File: config.mk
export PLATFORM = sky130hd
export DESIGN_NAME = fetch_stage
export DESIGN_NICKNAME = d
export VERILOG_FILES = /design/src/rtl/fetch_stage.sv
export SDC_FILE = /design/constraint.sdc
export NUM_CORES = 1
export LEC_CHECK = 0
export BUFFER_PORTS_ARGS = -buffer_cell sky130_fd_sc_hd__clkbuf_2
export CAP_MARGIN = 25
export CORE_ASPECT_RATIO = 0.5
export CORE_UTILIZATION = 45
export CTS_BUF_LIST = sky130_fd_sc_hd__clkbuf_4
export DETAILED_ROUTE_END_ITERATION = 12
export PLACE_DENSITY = 0.74
export RECOVER_POWER = 25
export SKIP_LAST_GASP = 1
export SLEW_MARGIN = 20
export SYNTH_ARGS = -nofsm -noshare
export SYNTH_HDL_FRONTEND = slang
export SYNTH_SLANG_ARGS = --single-unit
File: constraint.sdc
create_clock -name clk -period 1.9 [get_ports clk]
set_input_delay 0.095 -clock clk [delete_from_list [all_inputs] [get_ports clk]]
set_output_delay 0.095 -clock clk [all_outputs]
set_load 0.05 [all_outputs]
File: src/rtl/fetch_stage.sv
// fetch_stage -- instruction-fetch stage of the WISC-15 five-stage pipeline.
//
// Owns the program counter, presents it to instruction memory, and
// registers the returned word into the IF/ID pipeline register. It also
// handles hazard stalls, taken-branch/jump redirects and HLT detection.
//
// Build option:
//   FETCH_HLT_DETECT_EN  When defined, an HLT opcode freezes the PC and moves
//                        the stage to HALTED. When undefined, HLT is fetched
//                        as an ordinary word and halted is tied low.
//
// Parameters:
//   RESET_PC      PC value loaded on reset.
//   HLT_OPCODE    instr[15:12] value that marks HLT.
//
// Ports:
//   clk            pipeline clock, rising-edge active
//   rst            synchronous active-high reset
//   stall          hazard-unit stall; holds PC, IF/ID and state
//   redirect       taken branch/jump resolved downstream
//   redirect_pc    redirect target word address
//   im_addr        instruction memory address (= PC)
//   im_rd_en       instruction memory read enable
//   im_instr       word returned by instruction memory
//   ifid_instr     registered instruction to decode
//   ifid_pc_plus1  registered PC+1 of that instruction
//   ifid_valid     0 marks a bubble in the IF/ID slot
//   halted         high while the stage is HALTED
module fetch_stage #(
  parameter logic [15:0] RESET_PC   = 16'h0000,
  parameter logic [3:0]  HLT_OPCODE = 4'hF
) (
  input  logic        clk,
  input  logic        rst,
  input  logic        stall,
  input  logic        redirect,
  input  logic [15:0] redirect_pc,
  output logic [15:0] im_addr,
  output logic        im_rd_en,
  input  logic [15:0] im_instr,
  output logic [15:0] ifid_instr,
  output logic [15:0] ifid_pc_plus1,
  output logic        ifid_valid,
  output logic        halted
);

  logic [15:0] pc_q, pc_d;
  logic [15:0] instr_q, instr_d;
  logic [15:0] pcp1_q, pcp1_d;
  logic        valid_q, valid_d;
  logic        run;
  logic        is_hlt;

`ifdef FETCH_HLT_DETECT_EN
  typedef enum logic {RUN, HALTED} state_t;
  state_t state_q, state_d;

  assign run    = (state_q == RUN);
  assign is_hlt = (im_instr[15:12] == HLT_OPCODE);
`else
  assign run    = 1'b1;
  assign is_hlt = 1'b0;
`endif

  assign im_addr  = pc_q;
  assign im_rd_en = ~rst & run & ~stall;
  assign halted   = ~run;

  assign ifid_instr    = instr_q;
  assign ifid_pc_plus1 = pcp1_q;
  assign ifid_valid    = valid_q;

  // Next-state: redirect beats stall, so a wrong-path HLT is always squashed.
  always_comb begin
    pc_d    = pc_q;
    instr_d = instr_q;
    pcp1_d  = pcp1_q;
    valid_d = valid_q;
`ifdef FETCH_HLT_DETECT_EN
    state_d = state_q;
`endif
    if (redirect) begin
      pc_d    = redirect_pc;
      instr_d = 16'h0000;
      valid_d = 1'b0;
`ifdef FETCH_HLT_DETECT_EN
      state_d = RUN;
`endif
    end else if (stall) begin
      // hold everything
    end else if (run) begin
      instr_d = im_instr;
      pcp1_d  = pc_q + 16'd1;
      valid_d = 1'b1;
      if (is_hlt) begin
        // HLT itself retires downstream; the PC parks on its address.
`ifdef FETCH_HLT_DETECT_EN
        state_d = HALTED;
`endif
      end else begin
        pc_d = pc_q + 16'd1;
      end
    end else begin
      // HALTED: the HLT was captured last edge, feed bubbles from now on.
      instr_d = 16'h0000;
      valid_d = 1'b0;
    end
  end

  always_ff @(posedge clk) begin
    if (rst) begin
      pc_q    <= RESET_PC;
      instr_q <= 16'h0000;
      pcp1_q  <= 16'h0000;
      valid_q <= 1'b0;
`ifdef FETCH_HLT_DETECT_EN
      state_q <= RUN;
`endif
    end else begin
      pc_q    <= pc_d;
      instr_q <= instr_d;
      pcp1_q  <= pcp1_d;
      valid_q <= valid_d;
`ifdef FETCH_HLT_DETECT_EN
      state_q <= state_d;
`endif
    end
  end

endmodule

==> flow_metrics.tcl, run 1 <==
set metrics [dict create \
    outcome "finished, final reports clean" \
    numCtsBuffers 5 \
    finalSetupViolCount 0 \
    cp_slowest_stage_delay_ns 0.58 \
    endpoint_kind "flop" \
    synth_edf_count 0 \
    critPathBufInv 0 \
    placed_cell_area_um2 2790 \
    r2r-start "im_addr[10]$_SDFFE_PP0P_" \
    timing.setup.tns_ns 0 \
    synth.yosys.warnings 0 \
    hold_path.class "input pin to flop" \
    fin_total_pwr_mw 2.30 \
    path_cells "nand3_1 -> or4_1 -> o31a_1 -> o31a_1" \
    ant_nets 0 \
    drv_slew 0 \
    fin_area_um2 3070 \
    synth.top_cell.area_share 0.428 \
    worst_clock_skew_ns 0.00794 \
    ys_top_cells_by_area "dfxtp_1 43%, mux2i_1 7.9%, nor2_1 7.0%, xnor2_1 5.0%, a211oi_1 4.3%" \
    netlist_instances 268 \
    power_frac_seq 0.498 \
    cts_tree "done" \
    dr.first_iter.drc_count 78 \
    syn_avg_cell_area_um2 8.54 \
    antenna_found_initial 0 \
    ctsRootBufferMaster "clkbuf_4" \
    post_cts_buffers 0 \
    grt-ovfl-total 0 \
    cts-htree-levels 2 \
    final-instance-count-excl-fill 435 \
    synth_largest_area_cell "dfxtp_1" \
    wire_per_inst_um 13.5 \
    place_congestion 0.871 \
    die_h_um 52.4 \
    synth_common_cells "49 x dfxtp_1, 43 x nor2_1, 18 x mux2i_1" \
    p_int_mw 1.54 \
    synth.net_count 305 \
    powerDensity_nw_per_um2 749 \
    nNetsFinal 405 \
    dieArea_um2 5400 \
    syn_to_final_growth_pct 34.2 \
    vias 2243 \
    rsz0062_at_grt "false" \
    core_area_um2 4640 \
    slew_headroom 0.578 \
    wl_um 5860 \
    hp-start "redirect_pc[7]" \
    io_pins 87 \
    period_share 0.915 \
    hold_viol_final 0 \
    drive_gt1_frac 0.301 \
    grt_pass1_wl_um 9630 \
    finalHoldWorstSlack_ns 0.0147 \
    synthArstFlopShare 0 \
    startpoint_type "flop" \
    fp.dieW_um 103 \
    max_cap_violations 0 \
    grt_max_degree 31 \
    hpwl_um 3990 \
    io_buffers 85 \
    vdd_drop_max_mv 0.404 \
    num_rows 17 \
    leakage_nw 1.37 \
    drc 0 \
    swShare 0.331 \
    cp_top_family "simple AND/OR/NAND/NOR gates" \
    grt_pass1_vias 2107 \
    initial_core_util 0.494 \
    finalCriticalPeriod_ns 1.74 \
    diodes 0 \
    syn_area_um2 2290 \
    yosysSeqAreaShare 0.428 \
    p_clk_frac 0.267 \
    drtPass1Iterations 4 \
    dp.cells 406 \
    synth_cell_types 33 \
    critPathLaunch "im_addr[10]$_SDFFE_PP0P_" \
    max-clock-path-buffers 2 \
    cts_num_sinks 49 \
    switchingPower_mw 0.762 \
    ys.flop_type "dfxtp_1" \
    worstPathRequired_ns 2.18 \
    cp_common_cell "o31a_1" \
    crit_fanout 6 \
    clkLatencyLatePin_ns 0.37 \
    fmax_ghz 0.575 \
    cp.arrival_ns 2.01 \
    yosysMostFrequentCell "dfxtp_1" \
    clk_pin_slew_ns 0.14 \
    worstSetupPathType "flop to flop" \
    slowest_stage "or4_1" \
    grt_usage 0.234 \
    via_per_inst 5.16 \
    synth_seq_cells 49 \
    tightest_slew_ns 0.636 \
    pwr-share-comb 0.235 \
]
==> per-layer routing <==
metal  global-route usage  share of wire
met1                0.277           0.45
met5                    0              0
met4               0.0704          0.014
met3               0.0680          0.059
met2                0.414           0.48
==> power by group through the flow <==
stage	clock network (mW)	registers, mW	logic [mW]
after floorplan	0	1.36	0.187
final	0.614	1.15	0.541
after CTS	0.629	1.15	0.540
after global routing	0.684	1.16	0.579
after global placement	0	1.16	0.502
after detailed placement	0	1.17	0.507
==> cell usage in the layout, fill, tap and decap left out, types with 6 or more instances in the layout <==
cell type and n:
dfxtp_2 11, nor4_1 10, buf_4 9, nor2_1 42
a21oi_1 16, xor2_1 7, xnor2_1 13, dfxtp_1 38
mux2i_1 18, inv_1 16, dlygate4sd3_1 21, clkbuf_2 81
o21a_1 8, a211oi_1 13, o31a_1 6, nor3_1 10
==> state kept, by name (all words and copies together) (netlist names) <==
signal,cells
ifid_pc_plus1,16
ifid_valid,1
im_addr,16
ifid_instr,16
==> what timing repair did <==
item / 4_1_cts / 5_1_grt
hold buffers: 21 / 0
gates resized for setup: 0 / 1
endpoints found under the hold margin: 21 / 0
endpoints found under the setup margin: 0 / 2
==> worst paths after layout <==
kind	endpoint	slack, ns	depth (start not counted)
max	im_addr[15]$_SDFFE_PP0P_	0.16	4
min	im_addr[7]$_SDFFE_PP0P_	0.01	4
max reg2reg	im_addr[15]$_SDFFE_PP0P_	0.16	4
min reg2reg	ifid_pc_plus1[1]$_SDFFE_PP0P_	0.50	2
==> kinds of logic (layout without fill, tap and decap cells) <==
family | count (synthesis) | after routing | synth area share
mux | 18 | 18 | 0.0787
simple gates | 89 | 89 | 0.190
buf+inv | 39 | 140 | 0.0683
xor+xnor | 20 | 20 | 0.0765
other cells | 1 | 1 | 0.00164
fa+ha+maj | 1 | 1 | 0.00546
compound gates | 51 | 51 | 0.151
flops | 49 | 49 | 0.428
==> tightest hold or removal path, cell delays in order <==
cell	delay, ns
clkbuf_2	0.08
inv_1	0.04
a21oi_1	0.05
o21a_1	0.09
==> stage by stage <==
stage,utilization,setup WS (ns)
finish,0.663,0.162
global route,0.663,0.0125
CTS,0.663,0.163
detailed placement,0.601,0.175
global placement,0.601,0.232
floorplan,-,-0.00427
==> layout make-up <==
type / instances / area (µm²)
clock buffers: 5 / 37.5
clock inverters: 3 / 41.3
fillers: 421 / 1560
inverters: 17 / 63.8
multi-input cells: 180 / 1150
flip-flops and latches: 49 / 995
well taps: 66 / 82.6
repair buffers: 115 / 698
Power figures use the tool's default switching activity.
==> inputs of run 2 (changes only) <==
ABC_AREA = 1   (was default)
CTS_CLUSTER_SIZE = 8   (was default)
==> flow_metrics.tcl, run 2 <==
set metrics [dict create \
    reg2reg_depth 6 \
    dr.first_iter.drc_count 89 \
    clkLatencyLatePin_ns 0.35 \
    fillCellCount 441 \
    hold_depth 5 \
    ys.flop_type "dfxtp_1" \
    finalCriticalPeriod_ns 1.44 \
    io_buffers 85 \
    synthMuxAreaShare 0 \
    finalHoldWorstSlack_ns 0.0426 \
    vdd_drop_max_mv 0.450 \
    initial_core_util 0.490 \
    finalSetupViolCount 0 \
    critPathBufInv 0 \
    leakage_nw 1.36 \
    powerDensity_nw_per_um2 688 \
    crit_fanout 5 \
    num_rows 17 \
    ctsHoldBuffers 19 \
    antenna_found_initial 0 \
    synth_fa_ha_area_frac 0.00554 \
    via_per_inst 4.78 \
    synth.top_cell.area_share 0.434 \
    synth_cell_types 28 \
    grt-ovfl-total 0 \
    path_cells "ha_1 -> nand3_2 -> nor2_2 -> a21oi_1 -> o21ai_1 -> a21oi_1" \
    drc 0 \
    post_cts_buffers 0 \
    dieArea_um2 5330 \
    endpoint_kind "flop" \
    synth_top_family_by_area "simple AND/OR/NAND/NOR gates" \
    io_pins 87 \
    vias 2286 \
    synth.net_count 349 \
    syn_to_final_growth_pct 29.4 \
    fmax_ghz 0.694 \
    fin_total_pwr_mw 2.01 \
    rsz0062_at_grt "false" \
    drive_gt1_frac 0.299 \
    netlist_instances 312 \
    slowest_stage "dfxtp_1" \
    r2r-start "im_addr[0]$_SDFFE_PP0P_" \
    max-clock-path-buffers 2 \
    syn_avg_cell_area_um2 7.24 \
    yosysSeqAreaShare 0.434 \
    hold_viol_final 0 \
    final_cell_mix "91 x nand2_1, 81 x clkbuf_2, 49 x dfxtp_1" \
    cp.arrival_ns 1.69 \
    wire_per_inst_um 11.9 \
    nNetsFinal 448 \
    reg2reg_setup_slack_ns 0.46 \
    hp-start "redirect_pc[1]" \
    worst_clock_skew_ns 0.0105 \
    synth_xor_area_frac 0.00388 \
    wl_um 5710 \
    diodes 0 \
    cts-htree-levels 2 \
    path_depth 6 \
    max_cap_violations 0 \
    synth_largest_area_cell "dfxtp_1" \
    hpwl_um 3900 \
    cp_top_family "flip-flops" \
    synth_edf_count 0 \
    synthArstFlopShare 0 \
    tightest_slew_ns 0.930 \
    numCtsBuffers 5 \
    hold_path.class "input pin to flop" \
    grt_max_degree 21 \
    clk_pin_slew_ns 0.14 \
    core_area_um2 4620 \
    grt_usage 0.223 \
    synth_common_cells "90 x nand2_1, 49 x dfxtp_1, 38 x a21oi_1" \
    critPathLaunch "im_addr[0]$_SDFFE_PP0P_" \
    timing.setup.tns_ns 0 \
    fp.dieW_um 102 \
    synthSimpleGateAreaFrac 0.270 \
    cts_num_sinks 49 \
    worstPathRequired_ns 2.15 \
    postLayoutSetupSlackWorst_ns 0.460 \
    synth.yosys.warnings 0 \
    synth_seq_cells 49 \
    die_h_um 52.1 \
    final_common_cell "nand2_1" \
    grt_pass1_wl_um 8990 \
    period_share 0.758 \
    yosysMostFrequentCell "nand2_1" \
    startpoint_type "flop" \
    syn_area_um2 2260 \
    place_congestion 0.825 \
    r2r-end "im_addr[6]$_SDFFE_PP0P_" \
    outcome "finished, final reports clean" \
    drtPass1Iterations 4 \
    cp_common_cell "a21oi_1" \
    worstSetupPathType "flop to flop" \
    ys_top_cells_by_area "dfxtp_1 43%, nand2_1 15%, a21oi_1 8.4%, inv_1 5.3%, nand3_1 3.3%" \
    cts_tree "done" \
    min_to "im_addr[1]$_SDFFE_PP0P_" \
    ant_nets 0 \
    grt_pass1_vias 2039 \
    slew_headroom 0.380 \
    synth_compound_area_frac 0.176 \
    cp_slowest_stage_delay_ns 0.44 \
    cts.repair.resized 0 \
    drv_slew 0 \
    ctsRootBufferMaster "clkbuf_4" \
    preCtsSetupSlack_ns 0.504 \
]
run 2: cell types whose count changed after synthesis, moves of 13 or more:
cell,delta
xnor2_1,-13
o21ai_1,+14
a21oi_1,+22
mux2i_1,-18
nor2_1,-30
a211oi_1,-13
nand2_1,+85
inv_1,+16
run 2: layout make-up:
class                      instances  area [µm²]  area share
clock buffer                       6        45.0      0.0154
multi-input combinational        210        1030       0.352
clock inverter                     2        10.0     0.00342
timing repair buffer             107         633       0.217
inverter                          38         143      0.0488
sequential                        49         981       0.335
tap                               66        82.6      0.0282
run 2: worst max-delay path by stage:
stage,end,slack [ns]
6_report,im_addr[6]$_SDFFE_PP0P_,0.46
5_1_grt,im_addr[14]$_SDFFE_PP0P_,0.26
4_1_cts,im_addr[14]$_SDFFE_PP0P_,0.46
3_5_place_dp,im_addr[6]$_SDFFE_PP0P_,0.50
3_3_place_gp,im_addr[14]$_SDFFE_PP0P_,0.52
2_1_floorplan,ifid_pc_plus1[12]$_SDFFE_PP0P_,0.24
run 2: power breakdown:
part,internal (mW),total (mW),switching (mW)
registers,1.07,1.11,0.0398
clock network,0.156,0.480,0.323
logic,0.130,0.424,0.294
run 2: metal layers:
layer	part of all wire	routed length, µm	track usage	vias up
li1	-	-	-	1186
met1	0.46	2620	0.285	1020
met2	0.47	2700	0.384	70
met3	0.050	284	0.0470	10
met4	0.017	96	0.0643	0
met5	0	0	0	-
run 2: cell families after synthesis:
kind of cell	count (synthesis)
compound gates	69
xor+xnor	1
fa+ha+maj	1
buf+inv	53
flops	49
other cells	1
simple gates	138
run 2: stage by stage:
step           cells  instance area (µm²)  utilization
6_report         478                 2920        0.634
5_1_grt          478                 2920        0.634
4_1_cts          478                 2930        0.635
3_5_place_dp     451                 2690        0.582
3_3_place_gp     451                 2690        0.582
2_1_floorplan    312                 2260            -
run 2: worst min-delay path, delay by kind of cell:
family	cells	cell delay [ns]
buffers and inverters	2	0.12
AND/OR/NAND/NOR	3	0.15
